--- config.mk ---
export PLATFORM = sky130hd
export DESIGN_NAME = stopwatch_ctrl
export DESIGN_NICKNAME = d
export VERILOG_FILES = /design/src/rtl/stopwatch_ctrl.sv
export SDC_FILE = /design/constraint.sdc
export NUM_CORES = 1
export LEC_CHECK = 0
export BUFFER_PORTS_ARGS = -buffer_cell sky130_fd_sc_hd__buf_2
export CORE_MARGIN = 4
export CORE_UTILIZATION = 50
export DETAILED_ROUTE_END_ITERATION = 8
export GPL_TIMING_DRIVEN = 0
export PLACE_DENSITY_LB_ADDON = 0.12
export REMOVE_ABC_BUFFERS = 1
export SYNTH_ARGS = -nofsm -noshare
export SYNTH_HDL_FRONTEND = slang
export SYNTH_SLANG_ARGS = --single-unit
export TNS_END_PERCENT = 50
--- constraint.sdc ---
create_clock -name clk -period 3.3 [get_ports clk]
set_input_delay 0.33 -clock clk [delete_from_list [all_inputs] [get_ports clk]]
set_output_delay 0.33 -clock clk [all_outputs]
set_load 0.005 [all_outputs]
--- src/rtl/stopwatch_ctrl.sv ---
// stopwatch_ctrl: two-digit BCD stopwatch with prescaler and IDLE/RUN/PAUSE FSM; lap capture under STOPWATCH_LAP_EN.
module stopwatch_ctrl #(
  parameter int DIV = 4
) (
  input  logic       clk,
  input  logic       reset,
  input  logic       start,
  input  logic       stop,
  input  logic       clear,
  input  logic       lap,
  output logic [7:0] count,
  output logic       running,
  output logic       tick,
  output logic       wrap,
  output logic [7:0] lap_count,
  output logic       lap_valid
);
  localparam int PW = $clog2(DIV);
  localparam logic [PW-1:0] LAST = PW'(DIV - 1);
  typedef enum logic [1:0] {IDLE, RUN, PAUSE} state_t;
  state_t state;
  logic [PW-1:0] presc;
  logic [7:0] next_count;
  assign running = state == RUN;
  assign tick = running & (presc == LAST) & ~stop & ~clear;
  always_comb
    next_count = count[3:0] == 4'd9 ? {count[7:4] == 4'd9 ? 4'd0 : count[7:4] + 4'd1, 4'd0}
                                    : {count[7:4], count[3:0] + 4'd1};
  // A stop in RUN freezes the prescaler on that edge so a resume loses no phase.
  always_ff @(posedge clk)
    if (reset || clear) begin
      state <= IDLE;
      presc <= '0;
      count <= '0;
      wrap  <= 1'b0;
    end else begin
      wrap <= tick & (count == 8'h99);
      if (tick) begin
        presc <= '0;
        count <= next_count;
      end else if (running && !stop) presc <= presc + PW'(1);
      if (stop) begin
        if (running) state <= PAUSE;
      end else if (start && !running) state <= RUN;
    end
`ifdef STOPWATCH_LAP_EN
  // lap is the lowest-priority command: any stop or start in the same cycle drops it.
  always_ff @(posedge clk)
    if (reset || clear) begin
      lap_count <= '0;
      lap_valid <= 1'b0;
    end else if (lap && !stop && !start && state != IDLE) begin
      lap_count <= count;
      lap_valid <= 1'b1;
    end
`else
  logic unused_lap;
  assign unused_lap = lap;
  assign lap_count = 8'h00;
  assign lap_valid = 1'b0;
`endif
endmodule

==> flow_summary_export.csv, run 1 <==
group,metric,value,unit
status,outcome,"completed",
sta,finalSetupViolCount,0,
cells_and_area,drive_above_1_share,26.9,%
floorplanning,die_w,45.5,um
grt,track_usage,15.0,%
cells_and_area,area_growth,9.61,%
drt,drtPass1Iterations,2,
floorplanning,num_io_pins,26,
drt,detail-route-antenna-nets,0,
cells_and_area,final_common_cell,"buf_2",
clock_network,clock-sinks,13,
drt,finalWirelength,1200,um
min_path,min_from,"reset",
critical_path,worstSetupPathType,"reg -> out",
floorplanning,dieArea,2070,um^2
clock_network,ctsHoldBuffers,0,
power,max-vdd-ir-drop,0.228,mV
sta,timing.hold.ws,0.362,ns
placement,gp_congestion,0.649,
sta,final-hold-violation-count,0,
drt,via_count,553,
floorplanning,num_rows,13,
min_path,min_path_cells,4,
critical_path,cp_data_required_time,2.97,ns
critical_path,ff2ff_setup_slack,1.57,ns
sta,finClkSkew,0.00496,ns
grt,grt_pass1_vias,536,
sta,setup_tns,0,ns
critical_path,critPathArrivalTime,1.73,ns
clock_network,htree_levels,1,
clock_network,insertion_delay,0.27,ns
grt,grt_pass1_wl,2240,um
logic_synthesis,netlist_area,703,um^2
logic_synthesis,yosysSeqAreaShare,37.0,%
drt,drc,0,
critical_path,ff2ff_path_depth,4,
logic_synthesis,yosys_warnings,0,
min_path,hold_end,"count[7]",
critical_path,reg2reg_to,"count[7]",
min_path,hold_path.class,"in -> reg",
job,drv_cap,0,
sta,max_freq,484,MHz
power,power,0.271,mW
cells_and_area,layout.nets,101,
logic_synthesis,synth_seq_cells,13,
drt,drt_iter0_drc,2,
critical_path,r2r-start,"state[0]",
floorplanning,coreArea,1320,um^2
floorplanning,start_util,53.4,%
power,powerDensity,352,nW/um^2
placement,dpl.hpwl,902,um
clock_network,clockRootBuffer,"clkbuf_4",
clock_network,cts.clk_slew.worst_paths,0.08,ns
sta,post-route-min-period,2.06,ns
critical_path,worstSetupStartpointType,"flop",
grt,antenna_found_initial,0,
placement,port_buffers,15,
logic_synthesis,avgSynthCellArea,9.13,um^2
grt,grt_max_degree,14,
cells_and_area,layout_common_cells,"15 x buf_2, 13 x dfxtp_1, 9 x conb_1",
sta,slew_viol_final,0,
sta,max-slew-margin-rel,48.1,%
clock_network,tritoncts,"built",
clock_network,cts_buffers,3,
clock_network,cts_resized,0,
critical_path,endpoint_kind,"primary output",
drt,drt-wirelength-per-cell,11.1,um
floorplanning,die_h,45.5,um
power,p_leak,0.315,nW
drt,via_per_inst,5.12,
grt,grt_overflow,0,
clock_network,postCtsSetupRepairBufs,0,
logic_synthesis,synth_cell_types,32,
sta,min_period_over_period,62.6,%
cells_and_area,diodes,0,
critical_path,worst-path-max-fanout,10,
sta,rsz0062_at_grt,"no",
logic_synthesis,syn-instance-count,77,
sta,tightest_slew,0.777,ns
clock_network,clock_path_buffers,2,
-- sequential cells by signal, summed over array words and instances (netlist names) --
name,cells
wrap,1
count,8
state,2
presc,2
-- per-layer routing --
layer	part of all wire [%]	up-vias	global-route usage, %
li1	-	282	-
met1	46	246	18.7
met2	45	21	23.1
met3	6.7	4	3.56
met4	2.1	0	8.77
met5	0	-	0
-- power breakdown --
group          leakage [nW]  switching (mW)  total, mW  internal [mW]
clock                0.0150          0.0511     0.0979         0.0468
sequential            0.105        0.000388      0.158          0.157
combinational         0.195         0.00982     0.0153        0.00549
-- synth_stat cells --
cell type	n	area [um^2]
dfxtp_1	13	260
buf_4	9	67.6
a21oi_1	7	35.0
nand2_1	6	22.5
nor2_1	5	18.8
inv_1	3	11.3
nor2b_1	3	18.8
nor3_1	3	15.0
and4bb_4	2	32.5
or3_1	2	12.5
xnor2_1	2	17.5
xor2_1	2	17.5
a31oi_1	1	6.26
and2b_4	1	10.0
and4bb_1	1	12.5
buf_6	1	11.3
clkbuf_1	1	3.75
conb_1	1	3.75
ha_1	1	12.5
mux2i_1	1	10.0
nand2_2	1	6.26
nand3_1	1	5.00
nand3_4	1	17.5
nand3b_1	1	7.51
nand4b_1	1	8.76
nor3b_1	1	7.51
nor4_1	1	6.26
o21ai_0	1	5.00
o31a_1	1	8.76
o32ai_1	1	8.76
o32ai_2	1	16.3
or2_2	1	6.26
-- final cells by class --
type                       count  area [um^2]
tap                           15         18.8
fill                         117          547
inverter                       3         11.3
sequential                    13          260
clock buffer                   4         26.3
timing repair buffer          15         75.1
multi-input combinational     58          379
-- cell families (layout without fill, tap and decap cells) --
group	after synthesis	after routing	synth area share [%]
AND/OR/NAND/NOR	31	31	29.5
buffers and inverters	14	22	13.3
flip-flops	13	13	37.0
AO/OA/AOI/OAI	12	12	11.4
XOR/XNOR	4	4	4.98
adder cells (fa/ha/maj)	1	1	1.78
other	1	9	0.533
multiplexers	1	1	1.42
-- worst max-delay path, cell delays in order (launching register included) --
cell and delay, ns:
dfxtp_1 0.34, nor2b_1 0.64, and4bb_4 0.36, buf_2 0.12
-- metrics by stage --
stage          utilization [%]  instances  setup WS, ns  instance area [um^2]
6_report                  58.5        108          1.24                   771
5_1_grt                   58.5        108          1.12                   771
4_1_cts                   58.5        108          1.23                   771
3_5_place_dp              56.5        104          1.54                   744
3_3_place_gp              56.5        104          1.54                   744
2_1_floorplan                -         74          1.74                   651
-- how the worst max path moves through the flow --
stage / depth (start not counted) / endpoint / from / slack, ns
after global placement: 3 / tick / state[0] / 1.54
after detailed placement: 3 / tick / state[0] / 1.54
after global routing: 3 / tick / state[0] / 1.12
after CTS: 3 / tick / state[0] / 1.23
after floorplan: 4 / count[7] / state[0] / 1.74
final: 3 / tick / state[0] / 1.24
Note: power is estimated with default switching activity, not from simulation.
==> run 2, diff against run 1 <==
--- a/config.mk
+++ b/config.mk
@@ -5,9 +5,11 @@
 export SDC_FILE = /design/constraint.sdc
 export NUM_CORES = 1
 export LEC_CHECK = 0
+export ABC_AREA = 1
 export BUFFER_PORTS_ARGS = -buffer_cell sky130_fd_sc_hd__buf_2
+export CORE_ASPECT_RATIO = 0.8
 export CORE_MARGIN = 4
-export CORE_UTILIZATION = 50
+export CORE_UTILIZATION = 43
 export DETAILED_ROUTE_END_ITERATION = 8
 export GPL_TIMING_DRIVEN = 0
 export PLACE_DENSITY_LB_ADDON = 0.12
==> constraint.sdc (replaced) <==
create_clock -name clk -period 1.8 [get_ports clk]
set_input_delay 0.18 -clock clk [delete_from_list [all_inputs] [get_ports clk]]
set_output_delay 0.18 -clock clk [all_outputs]
set_load 0.005 [all_outputs]
==> flow_summary_export.csv, run 2 <==
group,metric,value,unit
power,p_leak,0.453,nW
critical_path,cp_data_required_time,1.62,ns
floorplanning,num_rows,13,
min_path,hold_path.class,"in -> reg",
sta,min_period_over_period,82.6,%
critical_path,r2r-start,"presc[0]",
clock_network,cts_resized,0,
sta,finClkSkew,0.00620,ns
sta,rsz0062_at_grt,"no",
cells_and_area,layout.nets,135,
critical_path,critPathArrivalTime,1.31,ns
logic_synthesis,synthArstFlopShare,0,%
grt,grt_pass1_vias,559,
logic_synthesis,yosysMostFrequentCell,"nand2_1",
clock_network,tritoncts,"built",
critical_path,worstSetupStartpointType,"flop",
cells_and_area,largest_reg_flops,8,
logic_synthesis,yosysSeqAreaShare,33.5,%
placement,placed_area,818,um^2
cells_and_area,finalNonFillerCells,149,
placement,port_buffers,15,
cells_and_area,n_fill_cell,182,
sta,finalSetupViolCount,0,
logic_synthesis,synth_commonest_cells,"25 x nand2_1, 16 x inv_1, 13 x dfxtp_1",
grt,grt_max_degree,12,
floorplanning,die_h,46.0,um
drt,via_per_inst,4.39,
clock_network,htree_levels,1,
clock_network,insertion_delay,0.28,ns
cells_and_area,reg_top3,"count (8), presc (2), state (2)",
cells_and_area,largest_register,"count",
floorplanning,die_w,55.5,um
logic_synthesis,netlist_area,776,um^2
status,outcome,"completed",
placement,dp_cells,145,
drt,drtPass1Iterations,2,
critical_path,ff2ff_path_depth,8,
grt,antenna_found_initial,0,
logic_synthesis,ys_top_cells_by_area,"dfxtp_1 34%, nand2_1 12%, buf_4 8.7%, inv_1 7.7%, nand3_1 6.5%",
power,seq_power_share,58.3,%
sta,post-route-min-period,1.49,ns
critical_path,endpoint_kind,"primary output",
cells_and_area,final_common_cell,"nand2_1",
sta,setup_tns,0,ns
logic_synthesis,synth_seq_cells,13,
power,swShare,22.9,%
clock_network,cts_buffers,3,
min_path,hold_end,"presc[1]",
power,p_int,0.383,mW
power,power,0.497,mW
drt,drt_iter0_drc,28,
power,power.net_switching,0.114,mW
clock_network,clockRootBuffer,"clkbuf_4",
cells_and_area,stdcell_area,845,um^2
grt,track_usage,12.3,%
cells_and_area,layout_common_cells,"25 x nand2_1, 16 x inv_1, 15 x buf_2",
floorplanning,start_util,46.8,%
min_path,min_path_cells,4,
critical_path,reg2reg_to,"count[2]",
logic_synthesis,yosys_warnings,0,
grt,grt_pass1_wl,2380,um
critical_path,worst-path-max-fanout,11,
cells_and_area,drive_above_1_share,20.5,%
grt,grt_overflow,0,
placement,gp_congestion,0.784,
drt,detail-route-antenna-nets,0,
cells_and_area,diodes,0,
critical_path,worstSetupPathType,"reg -> out",
logic_synthesis,synth_edf_count,0,
clock_network,clock_path_buffers,2,
placement,dpl.hpwl,1100,um
logic_synthesis,avgSynthCellArea,6.99,um^2
clock_network,postCtsSetupRepairBufs,0,
sta,slew_viol_final,0,
clock_network,ctsHoldBuffers,0,
floorplanning,coreArea,1660,um^2
clock_network,cts.clk_slew.worst_paths,0.07,ns
logic_synthesis,syn-instance-count,111,
logic_synthesis,synth_top_area_cell,"dfxtp_1",
logic_synthesis,synth_top_area_share,33.5,%
cells_and_area,area_growth,8.87,%
logic_synthesis,synth_cell_types,25,
drt,drt-wirelength-per-cell,9.46,um
job,drv_cap,0,
power,p_comb_share,5.8,%
critical_path,ff2ff_setup_slack,0.41,ns
floorplanning,num_io_pins,26,
clock_network,clock-sinks,13,
drt,drc,0,
power,clockPowerShare,35.9,%
drt,via_count,654,
power,powerDensity,588,nW/um^2
logic_synthesis,synth_ff_type,"dfxtp_1",
sta,final-hold-violation-count,0,
floorplanning,dieArea,2550,um^2
drt,finalWirelength,1410,um
min_path,min_from,"stop",
power,max-vdd-ir-drop,0.425,mV
sta,max_freq,672,MHz
-- run 2: changes by cell type after synthesis, moves of 3 or more --
cell     before  now
nand2_1       6   25
nor2b_1       3    0
inv_1         3   16
nand3_1       1   10
nor2_1        5   10
-- run 2: power by group through the flow --
stage	logic (mW)	registers (mW)	clock network, mW
after global routing	0.0330	0.290	0.200
final	0.0289	0.290	0.179
after global placement	0.0281	0.296	0
after floorplan	0.0196	0.296	0
after CTS	0.0288	0.289	0.187
after detailed placement	0.0285	0.296	0
-- run 2: logic make-up (layout without fill, tap and decap cells) --
logic type / after synthesis / in the layout / share of synthesized area, %
AOI/OAI and AO/OA: 11 / 11 / 7.42
xor gates and xnor gates: 2 / 2 / 2.26
adders and majority gates: 1 / 1 / 1.61
buffers and inverters: 29 / 37 / 20.6
DFF: 13 / 13 / 33.5
other: 1 / 9 / 0.483
and+or+nand+nor: 54 / 54 / 34.0
-- run 2: layout make-up --
cell class | instances | area [um^2] | area share [%]
clock buffer | 4 | 26.3 | 3.11
inverter | 18 | 70.1 | 8.30
multi-input combinational | 77 | 385 | 45.6
sequential | 13 | 260 | 30.8
tap | 22 | 27.5 | 3.26
timing repair buffer | 15 | 75.1 | 8.89
-- run 2: per-stage QoR --
step | hold WS [ns] | util [%] | setup WS [ns]
after floorplan | 0.372 | - | 0.576
after global placement | 0.458 | 49.3 | 0.426
after detailed placement | 0.471 | 49.3 | 0.418
after CTS | 0.210 | 50.9 | 0.297
after global routing | 0.217 | 50.9 | 0.241
final | 0.217 | 50.9 | 0.312
-- run 2: worst max-delay path by stage --
stage               slack [ns]  cells past startpoint  startpoint  endpoint
floorplan                 0.58                      8    presc[0]  count[2]
global placement          0.43                      8    presc[0]  count[2]
detailed placement        0.42                      8    presc[0]  count[2]
CTS                       0.30                      4    presc[0]      tick
global route              0.24                      4    presc[0]      tick
finish                    0.31                      4    presc[0]      tick
-- run 2: worst max-delay path, stage by stage (launching register included) --
cell	delay, ns
dfxtp_1	0.35
ha_1	0.15
nand2_1	0.08
nor2_4	0.28
buf_2	0.17
-- run 2: routing by layer --
metal  track usage [%]  share of wire [%]  routed length, um  up-vias
met2              18.4                 41                582       21
li1                  -                  -                  -      357
met3              6.23                8.6                121        2
met5                 0                  0                  0        -
met1              15.3                 49                696      274
met4              4.37               0.64                  9        0
